===== config.mk =====
export PLATFORM = sky130hd
export DESIGN_NAME = channel_phase_counter
export DESIGN_NICKNAME = d
export VERILOG_FILES = /design/src/rtl/channel_phase_counter.sv
export SDC_FILE = /design/constraint.sdc
export NUM_CORES = 1
export LEC_CHECK = 0
export BUFFER_PORTS_ARGS = -buffer_cell sky130_fd_sc_hd__buf_2
export CAP_MARGIN = 5
export CORE_ASPECT_RATIO = 1.2
export CORE_MARGIN = 2
export CORE_UTILIZATION = 30
export DETAILED_ROUTE_END_ITERATION = 12
export GPL_ROUTABILITY_DRIVEN = 0
export SLEW_MARGIN = 5
export SYNTH_ARGS = -nofsm -noshare
export SYNTH_HDL_FRONTEND = slang
export SYNTH_SLANG_ARGS = --single-unit

===== constraint.sdc =====
create_clock -name clk -period 4.4 [get_ports clk]
set_clock_uncertainty 0.15 [all_clocks]
set_input_delay 0.88 -clock clk [delete_from_list [all_inputs] [get_ports clk]]
set_output_delay 0.88 -clock clk [all_outputs]
set_load 0.05 [all_outputs]

===== src/rtl/channel_phase_counter.sv =====
// Per-channel tone oscillator core.
// Divides the sample-rate tick (ena) by a note divider and produces a free-running
// M-bit phase ramp for the channel's wave generators. Note changes are double-buffered
// and only take effect when the phase wraps, so waveforms never glitch mid-cycle.
module channel_phase_counter #(
  parameter int M = 6,   // phase (period) output width
  parameter int D = 16   // note divider width
) (
  input  logic         clk,
  input  logic         rst,
  input  logic         ena,
  input  logic         note_valid,
  input  logic [D-1:0] note_div,
  output logic         note_ready,
  output logic [M-1:0] period,
  output logic         wrap,
  output logic         active
);

  typedef enum logic {
    IDLE = 1'b0,
    RUN  = 1'b1
  } state_t;

  state_t       state, state_nxt;
  logic [M-1:0] period_nxt;
  logic         wrap_nxt;
  logic [D-1:0] div_cnt, div_cnt_nxt;
  logic [D-1:0] div_reg, div_reg_nxt;
  logic         pend_valid, pend_valid_nxt;
  logic [D-1:0] pend_div, pend_div_nxt;

  logic         accept;
  logic         div_last;
  logic         phase_top;

  // Handshake and step qualifiers derived from current state.
  assign accept     = note_valid & note_ready;
  assign div_last   = (div_cnt == div_reg - D'(1));
  assign phase_top  = &period;

  // Ready is a pure function of registered state: always open in IDLE, and in RUN
  // only while the single-entry pending buffer is empty.
  assign note_ready = (state == IDLE) | ~pend_valid;
  assign active     = (state == RUN);

  // Next-state and datapath logic for the oscillator.
  always_comb begin
    // NOTE: every signal assigned in this block gets a default first, so no path
    // can leave one unassigned and infer a latch.
    state_nxt      = state;
    period_nxt     = period;
    wrap_nxt       = 1'b0;
    div_cnt_nxt    = div_cnt;
    div_reg_nxt    = div_reg;
    pend_valid_nxt = pend_valid;
    pend_div_nxt   = pend_div;

    unique case (state)
      IDLE: begin
        // Phase held at zero and counters frozen until a real note arrives.
        period_nxt  = '0;
        div_cnt_nxt = '0;
        if (accept && (note_div != '0)) begin
          state_nxt   = RUN;
          div_reg_nxt = note_div;
        end
      end

      RUN: begin
        if (ena) begin
          if (div_last) begin
            div_cnt_nxt = '0;
            period_nxt  = period + M'(1);
            if (phase_top) begin
              // Phase returns to zero: the only point where a buffered note may apply.
              wrap_nxt = 1'b1;
              if (pend_valid) begin
                pend_valid_nxt = 1'b0;
                if (pend_div == '0) begin
                  state_nxt  = IDLE;
                  period_nxt = '0;
                end else begin
                  div_reg_nxt = pend_div;
                end
              end
            end
          end else begin
            div_cnt_nxt = div_cnt + D'(1);
          end
        end
        // A note accepted here (buffer empty, so never on top of one being applied)
        // waits for the following wrap, even if a wrap happens on this same edge.
        if (accept) begin
          pend_valid_nxt = 1'b1;
          pend_div_nxt   = note_div;
        end
      end

      default: begin
        state_nxt = IDLE;
      end
    endcase
  end

  // State register; reset aborts any run and discards a pending note.
  always_ff @(posedge clk or posedge rst) begin
    // NOTE: sequential state uses non-blocking assignments so every register samples
    // the values from before the edge, independent of statement order.
    if (rst) begin
      state      <= IDLE;
      period     <= '0;
      wrap       <= 1'b0;
      div_cnt    <= '0;
      div_reg    <= '0;
      pend_valid <= 1'b0;
      // NOTE: the buffered divider is reset too, so the data path never carries X
      // values even though pend_valid alone gates its use.
      pend_div   <= '0;
    end else begin
      state      <= state_nxt;
      period     <= period_nxt;
      wrap       <= wrap_nxt;
      div_cnt    <= div_cnt_nxt;
      div_reg    <= div_reg_nxt;
      pend_valid <= pend_valid_nxt;
      pend_div   <= pend_div_nxt;
    end
  end

endmodule


# == Yosys cells after proc, flatten, opt, wreduce, memory -nomap -nowiden ==
# Cells that the tools add are included.
# W data, S select, Z words.
# totals
register_bits,57
latchBits,0
mem_bits_rw,0
romBits,0
in_bits,20
output_inout_bits,9
memories,0
# op_classes
addsub,3
n_mul,0
div_mod_pow,0
n_lt_le_gt_ge,0
n_eq_ne,7
shifts,0
mux,31
bitwise_logic,4
reduce_logical,11
# ops
op,count
$mux W16,8
$pmux W16 S2,2
$mux W6,5
$add A16 B1 Y16 const B,1
$eq A16 B16 Y1,1
$logic_not A16 Y1,1
$reduce_bool A16 Y1,1
$sub A16 B1 Y16 const B,1
$mux W1,14
$pmux W6 S2,1
$reduce_and A6 Y1,2
$ne A2 B1 Y1 const B,4
$add A6 B1 Y6 const B,1
$reduce_bool A2 Y1,3
$ne A2 B2 Y1 const B,2
$reduce_and A2 Y1,2
$reduce_and A4 Y1,1
$not A1 Y1,2
$pmux W1 S2,1
$and A1 B1 Y1,1
$logic_and A1 B1 Y1,1
$or A1 B1 Y1,1

# == Depth between registers and ports, before layout ==
# logic_depth
word_depth,7
ltp_mapped,11
ltp_nobuf,10

# == Least setup slack after synthesis ==
# Ideal clock, no wire load.
# synth_path
kind,register -> register
from,register div_reg[0]
to,register div_reg[15]
setup_time_ps,125
t_arrival_ps,3423
path_slack_ps,702
stages_incl_launch_ff,12
path_buffers,1
path_cell_list,dfrtp_1 inv_1 ha_1 or4b_1 or4b_1 a21oi_1 o21ai_1 a2111o_1 nor4b_4 a41oi_4 buf_6 mux2_4
# synth_between
elab_chain_cells,4
# synth_lines
element,line_no,text
"start, declared",29,"logic [D-1:0] div_reg, div_reg_nxt;"
"start signal, assigned",125,div_reg <= div_reg_nxt;
$sub A16 B1 Y16,39,assign div_last = (div_cnt == div_reg - D'(1));
$eq A16 B16 Y1,39,
$ne A2 B1 Y1 (no line),--,
$reduce_and A6 Y1 (no line),--,
# Every way passes these cells.
# A chain may end at the register's enable or synchronous reset.

# == Worst setup path after layout ==
# layout_path
from,register div_reg[0]
to,register div_reg[2]
# Same word-level chain as after synthesis.

==> impl_results.md <==
* Min Clock Period, post-route at slightly below 4 ns
* H-tree levels at 3
* Mux contribution to synthesized area at 17.8%
* Sequential fraction of the synthesis area at 42.6%
* Yosys warns at 0
* Hold/Removal Path Class: reg -> reg
* Leak pwr at ~1.8 nW
* Max-cap viol count at 0
* Post-DRT Antenna Nets at 0
* Top cells by count, synth: dfrtp_1 (57), mux2_2 (36), nor3_1 (23), nand2_1 (20), nand3_1 (20)
* Number of synthesized register bits at 57
* CP max FO at 16
* Setup ws final at about 0.46 ns
* Crit-path most repeated cell: or4b_1
* Largest area contributor in the netlist: dfrtp_1
* I/O pins at 29
* XOR/XNOR Fraction of Synth Area at 8.36%
* Max Root-Sink Buffers at 2
* Fill cell count at ~1100
* Synth Area in Simple Gates at between 20% and 30%
* CP startpoint: div_reg[0]
* Slew Viols, Final at 0
* Largest net degree at the start of global routing at 33
* Worst Path Required at roughly 4.5 ns
* RR Endpoint: div_reg[2]
* Worst setup path category: reg -> reg
* Synth top area share at a little over two fifths
* Global-route wire length before repair at 13100 um
* TritonCTS clock tree: done
* Outcome: finished clean
* DR pass1 iterations at 4
* Synth area leaders: dfrtp_1 (43%), mux2_2 (12%), xor2_1 (4.7%)
* Tightest Pin Transition at 0.792 ns
* Syn_area_per_cell at between 10 and 15 um2
* Share of post-route cells with drive strength above 1 at 27.8%
* Post-synth EDFFs at 0
* Iter 0 DRT Violations at 119
* # diodes at 0
* Synthesized instance count at 320
* Die W at 100 um
* Initial core utilization at a little under a third
* Post-place setup slack at 0.456 ns
* Main combinational cell family by area after synthesis: simple AND/OR/NAND/NOR gates
* Most frequent cell after synthesis: dfrtp_1
* Core area at roughly 0.011 mm2
* Power Density at roughly 440 mW/mm2
* Final Util at around 36%
* WP data arrival at 3.99 ns
* Worst vdd ir at 294 uV
* R2r startpoint: div_reg[0]
* Die height at 120 um
* Per-cell routed wire length at 15.6 um
* CTS root buf: clkbuf_16
* Final setup fails at 0
* Vias per cell at 5.20
* Final net count at 374
* Initial antenna violation count at 0
* Resize count post-CTS at 0
* Vias in the first global route at between 2000 and 3000
* Routed WL at around 7600 um
* Worst setup EP type: flop
* DR vias at around 2500
* Post-synth top flop: dfrtp_1
* DR DRC count at 0
* # rows at 42
* Critical path cell sequence: inv_1 -> ha_1 -> or4b_1 -> or4b_1 -> a21oi_1 -> o21ai_1 -> a2111o_1 -> nor4b_4 -> a41oi_4 -> mux2_4
* Post-synthesis compound-gate area fraction at under 10%
* Footprint of the multi-input gates at between 0.0015 and 0.002 mm2
* Post-synthesis adder-cell area fraction at ~1.1%
* Power Total at 1.73 mW
* Clk slew on worst S/H paths at roughly 0.05 ns
* Worst reg2reg path depth at 10
* Slowest stage cell, crit path: or4b_1
* Synth Net Count at 343
* Crit start category: flop
* Worst rel slew slack at about 47%
* Distinct cell type count after synthesis at 48
* Worst-Skew Late Latency at 0.32 ns
* Die area at 0.0120 mm2
* Period utilisation layout at 89.5%
* GR Overflow Total at 0
* Post-DP HPWL at ~5700 um
* Async set-reset flop share out of synthesis at 100%
* GRT Util Overall at ~14%
* CTS sink count at 57
* I/O Buffers at 28
* Area grow syn2layout at 18.9%
* Highest Clock Rate at 254 MHz
* RSZ-0062 raised after global routing: no
* TNS Setup at 0 ns
* CTS buffer count at 9
* CP max stage delay at between 0.5 and 0.6 ns
* Fin. Hold Viols at 0
* Storage cell area at 0.00143 mm2
* Postcts setup bufs at 0
* CP endpoint: div_reg[2]
* R2r setup slk at 0.46 ns
* Mapped Area at between 0.003 and 0.004 mm2
* Count of hold-fix buffers inserted at cts at 0
where the power goes:
part           internal, mW  switching, mW
Clock                 0.567          0.234
Sequential            0.605         0.0907
Combinational         0.136          0.102
worst min-delay path by stage:
stage	from	end	slack [ns]	cells after the start
final	pend_div[2]	pend_div[2]	0.38	1
after global routing	pend_div[9]	pend_div[9]	0.39	1
after CTS	pend_div[6]	pend_div[6]	0.38	1
after detailed placement	pend_div[6]	pend_div[6]	0.37	1
after global placement	pend_div[6]	pend_div[6]	0.36	1
after floorplan	pend_div[15]	pend_div[15]	0.35	1
metrics by stage:
| stage | instance area (um2) | std cells | hold WS (ns) |
|---|---|---|---|
| global route | 3990 | 488 | 0.395 |
| CTS | 3990 | 488 | 0.381 |
| finish | 3990 | 488 | 0.380 |
| floorplan | 3350 | 320 | 0.347 |
| detailed placement | 3640 | 472 | 0.366 |
| global placement | 3640 | 472 | 0.361 |
layer usage:
layer | GRT usage (%) | part of all wire, % | vias to the layer above | routed length, um
met2 | 22.1 | 49 | 63 | 3730
li1 | - | - | 1251 | -
met3 | 2.15 | 3.2 | 14 | 245
met5 | 0 | 0 | - | 0
met4 | 7.79 | 2.4 | 0 | 186
met1 | 18.0 | 45 | 1208 | 3450
cell families (layout without fill, tap and decap cells):
group,Yosys count,after routing
AO/OA/AOI/OAI,31,31
XOR/XNOR,32,32
adder cells (fa/ha/maj),3,3
buffers and inverters,21,57
flip-flops,57,57
multiplexers,51,51
AND/OR/NAND/NOR,125,125
cell usage in the layout (no fill, tap or decap), drive strengths merged, types with 3 or more instances in the layout:
cell / count
nor4: 11
xor2: 18
nand3: 20
nor3: 23
or3: 4
mux2i: 7
bufinv: 3
o21ai: 7
nand2: 20
xnor2: 14
a21oi: 6
dfrtp: 57
nor2: 15
and3: 5
nand4: 10
inv: 9
ha: 3
clkbuf: 11
buf: 32
mux2: 44
or4b: 3
cell type report:
type | count | share of cell area, %
clock buffers | 11 | 6.09
repair buffers | 32 | 4.27
multi-input cells | 242 | 46.3
well taps | 132 | 4.14
clock inverters | 5 | 2.57
flip-flops and latches | 57 | 35.8
inverters | 9 | 0.848
worst max-delay path, delay by kind of cell (launching register included):
family | cells | cell delay (ns)
compound gates | 4 | 1.09
fa+ha+maj | 1 | 0.26
buf+inv | 1 | 0.10
flops | 1 | 0.42
mux | 1 | 0.42
simple gates | 3 | 1.38
Note: power is estimated with default switching activity, not from simulation.
